File: src/rtl/alu_req_sequencer.sv
// alu_req_sequencer
// Shares a single 8-bit ALU between two requesters. A request is granted in IDLE,
// its operands are held on the ALU inputs for ALU_LAT cycles, and the ALU result
// is captured and presented on one tagged valid/ready response channel.
// The block performs no arithmetic; it only steers and captures.
module alu_req_sequencer #(
    parameter int ALU_LAT = 1,  // legal range 1..15 (fits the 4-bit latency counter)
    parameter int RR_EN   = 1   // 1 = round-robin, 0 = fixed priority to requester 0
) (
    input  logic       clk,
    input  logic       rst_n,
    input  logic       req0_valid,
    output logic       req0_ready,
    input  logic [7:0] req0_a,
    input  logic [7:0] req0_b,
    input  logic [2:0] req0_sel,
    input  logic       req1_valid,
    output logic       req1_ready,
    input  logic [7:0] req1_a,
    input  logic [7:0] req1_b,
    input  logic [2:0] req1_sel,
    output logic       rsp_valid,
    input  logic       rsp_ready,
    output logic       rsp_id,
    output logic [7:0] rsp_f,
    output logic       rsp_ovf,
    output logic       rsp_branch,
    output logic [7:0] alu_a,
    output logic [7:0] alu_b,
    output logic [2:0] alu_sel,
    input  logic [7:0] alu_f,
    input  logic       alu_ovf,
    input  logic       alu_take_branch
);

    typedef enum logic [1:0] {
        IDLE = 2'd0,
        EXEC = 2'd1,
        RESP = 2'd2
    } state_t;

    localparam logic [3:0] LAT_M1 = 4'(ALU_LAT - 1);

    state_t     state_q, state_d;
    // rr_ptr holds the requester preferred on the next tie. Reset value 0 favours
    // requester 0; after each grant it points at the requester that was not granted,
    // which is the same as "not the last granted".
    logic       rr_ptr_q, rr_ptr_d;
    logic [7:0] a_q, a_d;
    logic [7:0] b_q, b_d;
    logic [2:0] sel_q, sel_d;
    logic       id_q, id_d;
    logic [3:0] cnt_q, cnt_d;
    logic       rsp_valid_q, rsp_valid_d;
    logic [7:0] f_q, f_d;
    logic       ovf_q, ovf_d;
    logic       br_q, br_d;

    logic       grant_vld;
    logic       grant_id;

    // Arbitration: pick a requester from the current valids; ready only offered in IDLE.
    always_comb begin
        grant_vld = req0_valid | req1_valid;
        grant_id  = 1'b0;
        if (req0_valid && req1_valid) begin
            grant_id = (RR_EN != 0) ? rr_ptr_q : 1'b0;
        end else begin
            grant_id = !req0_valid;
        end
        req0_ready = (state_q == IDLE) && grant_vld && !grant_id;
        req1_ready = (state_q == IDLE) && grant_vld &&  grant_id;
    end

    // Next-state logic: accept, hold operands for ALU_LAT cycles, capture, hand off.
    always_comb begin
        state_d     = state_q;
        rr_ptr_d    = rr_ptr_q;
        a_d         = a_q;
        b_d         = b_q;
        sel_d       = sel_q;
        id_d        = id_q;
        cnt_d       = cnt_q;
        rsp_valid_d = rsp_valid_q;
        f_d         = f_q;
        ovf_d       = ovf_q;
        br_d        = br_q;
        case (state_q)
            IDLE: begin
                if (grant_vld) begin
                    a_d      = grant_id ? req1_a   : req0_a;
                    b_d      = grant_id ? req1_b   : req0_b;
                    sel_d    = grant_id ? req1_sel : req0_sel;
                    id_d     = grant_id;
                    rr_ptr_d = ~grant_id;
                    cnt_d    = LAT_M1;
                    state_d  = EXEC;
                end
            end
            EXEC: begin
                if (cnt_q == 4'd0) begin
                    f_d         = alu_f;
                    ovf_d       = alu_ovf;
                    br_d        = alu_take_branch;
                    rsp_valid_d = 1'b1;
                    state_d     = RESP;
                end else begin
                    cnt_d = cnt_q - 4'd1;
                end
            end
            RESP: begin
                if (rsp_ready) begin
                    rsp_valid_d = 1'b0;
                    state_d     = IDLE;
                end
            end
            default: begin
                state_d = IDLE;
            end
        endcase
    end

    // State and datapath registers; reset discards any in-flight op.
    always_ff @(posedge clk or negedge rst_n) begin
        if (!rst_n) begin
            state_q     <= IDLE;
            rr_ptr_q    <= 1'b0;
            a_q         <= 8'd0;
            b_q         <= 8'd0;
            sel_q       <= 3'd0;
            id_q        <= 1'b0;
            cnt_q       <= 4'd0;
            rsp_valid_q <= 1'b0;
            f_q         <= 8'd0;
            ovf_q       <= 1'b0;
            br_q        <= 1'b0;
        end else begin
            state_q     <= state_d;
            rr_ptr_q    <= rr_ptr_d;
            a_q         <= a_d;
            b_q         <= b_d;
            sel_q       <= sel_d;
            id_q        <= id_d;
            cnt_q       <= cnt_d;
            rsp_valid_q <= rsp_valid_d;
            f_q         <= f_d;
            ovf_q       <= ovf_d;
            br_q        <= br_d;
        end
    end

    assign alu_a      = a_q;
    assign alu_b      = b_q;
    assign alu_sel    = sel_q;
    assign rsp_valid  = rsp_valid_q;
    assign rsp_id     = id_q;
    assign rsp_f      = f_q;
    assign rsp_ovf    = ovf_q;
    assign rsp_branch = br_q;

endmodule

File: config.mk
export PLATFORM = sky130hd
export DESIGN_NAME = alu_req_sequencer
export DESIGN_NICKNAME = d
export VERILOG_FILES = /design/src/rtl/alu_req_sequencer.sv
export SDC_FILE = /design/constraint.sdc
export NUM_CORES = 1
export LEC_CHECK = 0
export CAP_MARGIN = 10
export CORE_AREA = 5 5 75 77
export CTS_BUF_LIST = sky130_fd_sc_hd__clkbuf_4
export DETAILED_ROUTE_END_ITERATION = 10
export DIE_AREA = 0 0 80 82
export GPL_ROUTABILITY_DRIVEN = 0
export PLACE_DENSITY_LB_ADDON = 0.15
export SETUP_SLACK_MARGIN = 0.1
export SYNTH_ARGS = -nofsm -noshare
export SYNTH_HDL_FRONTEND = slang
export SYNTH_SLANG_ARGS = --single-unit
File: constraint.sdc
create_clock -name clk -period 1.55 [get_ports clk]
set_input_delay 0.2325 -clock clk [delete_from_list [all_inputs] [get_ports clk]]
set_output_delay 0.2325 -clock clk [all_outputs]
set_load 0.02 [all_outputs]
# == Yosys cells after proc, flatten, opt, wreduce, memory -nomap -nowiden ==
# Index checks and enable logic that the tools add are counted.
# W data, S select, Z words.
# word_totals
regBits,38
inputBits,53
out_inout_bits,33
word_cells,49
# classes
n_addsub,1
n_eq_ne,6
n_mux,14
n_bitwise,2
n_reduce_logical,15
# op_table
operator,count
$mux W8,2
$reduce_and A3 Y1,3
$mux W4,2
$ne A2 B2 Y1 const B,4
$pmux W4 S2,1
$mux W2,3
$pmux W2 S3,1
$logic_and A1 B1 Y1,4
$logic_not A4 Y1,1
$reduce_and A2 Y1,2
$reduce_bool A2 Y1,2
$sub A4 B1 Y4 const B,1
$mux W1,3
$mux W3,1
$eq A2 B1 Y1 const B,1
$eq A2 B2 Y1 const B,1
$logic_not A1 Y1,2
$logic_not A2 Y1,1
$pmux W1 S2,1
$not A1 Y1,1
$or A1 B1 Y1,1

# == Longest topological paths before layout ==
# logic_depth
word_depth,4
mapped_depth,6
ltp_nobuf,5

# == Least setup slack after synthesis ==
# Ideal clock, no wire load.
# synth_path
kind,register -> register
from,register cnt_q[0]
to,register br_q (netlist: rsp_branch)
setup_time_ns,0.125
arrival_time_ns,1.369
t_required_ns,1.425
path_slack_ns,0.056
stages_incl_launch_ff,7
n_path_buf,1
synth_period_minus_slack_ns,1.494
cell_sequence,dfrtp_1 > inv_1 > ha_1 > nor3b_2 > nand2_1 > buf_6 > mux2_4
# synth_via
elab_chain_len,2
# synth_rtl
item,line,rtl
start: declaration,53,"logic [3:0] cnt_q, cnt_d;"
start signal: assignment,144,cnt_q <= cnt_d;
$logic_not A4 Y1,101,if (cnt_q == 4'd0) begin
$reduce_and A2 Y1 (no line),-,
end signal: assignment,148,br_q <= br_d;
end: declaration,57,"logic br_q, br_d;"
# No other way between the ends.
# A chain may end at the register's enable or synchronous reset.

# == Worst setup path after layout ==
# layout_path
from,register cnt_q[1]
to,register ovf_q (netlist: rsp_ovf)
# layout_via
elab_chain_len,2
# layout_rtl
item,line,rtl
$logic_not A4 Y1,101,
$reduce_and A2 Y1 (no line),-,
end signal: assignment,147,ovf_q <= ovf_d;
end: declaration,56,"logic ovf_q, ovf_d;"
# No other way between the ends.

==> run metrics <==
Die ar.=6560 µm²; CTS tree=built; failing checks=setup timing; Initial Util=35.1%; nets=293; most frequent cells in the layout=clkdlybuf4s50_1, dfrtp_1, dlygate4sd2_1; CP Max Fanout=4; pwr dens=1910 nW/µm²; largest family of logic cells by synthesized area=compound AO/OA/AOI/OAI gates; gr usage total=17.1%; 1st-pass router iterations=4; Vias=1,556; Die Ht=82 µm; P_leak=1.37 nW; final core utilization=59.2%; Syn Inst Count=133; Synth top area share=54.7%; chip width=80 µm; FF+latch count, synth=38; synth unique cells=31; post-synthesis mux area share=9.58%; Ports=86; Synth Area in Adders=1.44%; Clk Tree Root Cell=clkbuf_4; post-route ant nets=0; clock latency at the later pin of the worst-skew pair=0.34 ns; Hold Slack=0.380 ns; DRT iter0 DRCs=49; FMAX=644 MHz; final setup margin=-0.00212 ns; # diodes=0; Worst-Margin Slew=0.480 ns; dominant cells by area after synthesis=dfrtp_1, a221o_1, mux2_4; Max stage delay on crit path=0.41 ns; Post-Synth Simple-Gate Area=6.98%; Slew headroom=68.0%; DP Area=2760 µm²; max_cap viols=0; WL met1=2.16 mm; antenna violations before repair=0; TritonCTS Sinks=38; Worst EP arrival=1.79 ns; RSZ-0062 raised after global routing=yes; XOR/XNOR Fraction of Synth Area=0%; metal2 WL=2.69 mm; total power draw=0.00559 W; CP endpoint kind=flip-flop; worst hold path class=input port to async pin; outcome=complete, but fails checks; met3 WL=515 µm; Worst Setup Path Type=flip-flop to flip-flop; skew final=0.00861 ns; DRT Wirelength=5.41 mm; Via density=5.04; slowest CP cell=dfrtp_1; gr ovfl total=0; Compound-Gate Fraction of Synth Area=22.7%; Slew Viols, Final=0; Synth area leader=dfrtp_1; Post-Layout Cell Count=309; first-pass GRT wire length=8.58 mm; core area=4940 µm²; largest net degree at the start of global routing=21; commonest non-fill, non-tap cell in the layout=clkdlybuf4s50_1; H-Tree Depth=2; Post-Syn Nets=188; crit path cell chain=inv_2 -> ha_4 -> nor3b_4 -> nand2_4 -> clkbuf_16 -> mux2_4; P&R area growth vs syn=68.4%; row count=26; Wirelength per Cell=17.5 µm; Seq/Total Area, Yosys=54.7%; Yosys warning count=0; Mapped Avg Cell Area=13.1 µm²; clock buffer count from CTS=5; placed wire-length estimate=3.93 mm; CP top delay family=flip-flops; clk buf depth=2; Final Hold Vio Count=0; # port buffers=85; Fillers=460; CP bufs+invs=2; Cells after DPL=293; Critical Path Start Type=flip-flop; Critical Path RT=1.79 ns; Final setup viols=1; peak supply drop=0.000892 V; fin crit period=1.55 ns; vias in the first global route=1,701; DRC=0; Reg clk slew, reported paths=0.11 ns; uppermost layer routed=met4; Synth Cell Area=1740 µm²; Final period util=100%; layout cell share with drive strength beyond 1=23.8%; Final Instance Area=2930 µm²
[metrics by stage]
step	worst slack (ns)	TNS, ns
2_1_floorplan	0.0582	0
3_3_place_gp	-0.294	-2.87
3_5_place_dp	-0.291	-3.78
4_1_cts	0.00604	0
5_1_grt	-0.0518	-0.414
6_report	-0.00212	-0.00212
[report_power, final]
part           internal (W)  switching, W
combinational       0.00177       0.00156
clock              0.000188      0.000325
sequential          0.00147      0.000277
[synthesized netlist by cell type (all sizes together)]
| master | instances |
|---|---|
| a211oi | 1 |
| a21boi | 19 |
| a21o | 2 |
| a221o | 19 |
| a2bb2oi | 1 |
| a31o | 1 |
| and3 | 2 |
| buf | 8 |
| clkbuf | 2 |
| dfrtp | 38 |
| ha | 2 |
| inv | 3 |
| mux2 | 10 |
| mux2i | 2 |
| nand2 | 7 |
| nand2b | 1 |
| nand3b | 1 |
| nor2 | 2 |
| nor2b | 1 |
| nor3 | 4 |
| nor3b | 1 |
| o21ai | 3 |
| o22ai | 1 |
| or2 | 1 |
| or3b | 1 |
[routing by layer]
layer / track usage (%) / up-vias
met2: 29.9 / 68
li1: - / 714
met5: 0 / -
met1: 19.9 / 767
met4: 4.05 / 0
met3: 6.14 / 7
[state kept, by name (all words and copies together), names as in the netlist]
signal      count
alu_a           8
alu_b           8
alu_sel         3
cnt_q           4
rr_ptr_q        1
rsp_branch      1
rsp_f           8
rsp_id          1
rsp_ovf         1
rsp_valid       1
state_q         2
[cells by family (layout without fill, tap and decap cells)]
family	count (synthesis)	after routing
flops	38	38
buf+inv	13	119
mux	12	12
compound gates	47	47
simple gates	21	21
fa+ha+maj	2	2
[final timing paths]
path | slack [ns] | endpoint | startpoint | depth (start not counted)
worst max-delay path | -0.002 | rsp_ovf | cnt_q[1] | 6
worst max register to register | -0.002 | rsp_ovf | cnt_q[1] | 6
worst min register to register | 0.49 | rsp_id | rsp_id | 1
min in group clk | 0.49 | state_q[1] | rsp_ready | 2
max in group asynchronous | 0.70 | rsp_f[5] | rst_n | 3
worst min-delay path | 0.38 | rsp_valid | rst_n | 2
[area by class of cell]
type	count	area (µm²)	area share, %
Clock buffer	6	45.0	1.54
Clock inverter	2	8.76	0.299
Inverter	3	11.3	0.385
Multi-Input combinational cell	82	768	26.3
Sequential cell	38	951	32.5
Tap cell	70	87.6	2.99
Timing Repair Buffer	108	1050	36.0
[what timing repair did]
| item | in CTS | in global routing |
|---|---|---|
| buffers inserted | 6 | 1 |
| hold buffers | 1 | 0 |
| pin swaps | 4 | 5 |
| gates cloned | 0 | 1 |
| hold endpoints to repair | 18 | 0 |
| setup endpoints to repair | 46 | 35 |
| gates resized for setup | 48 | 17 |
No activity file was read; power rests on OpenSTA's default activity.
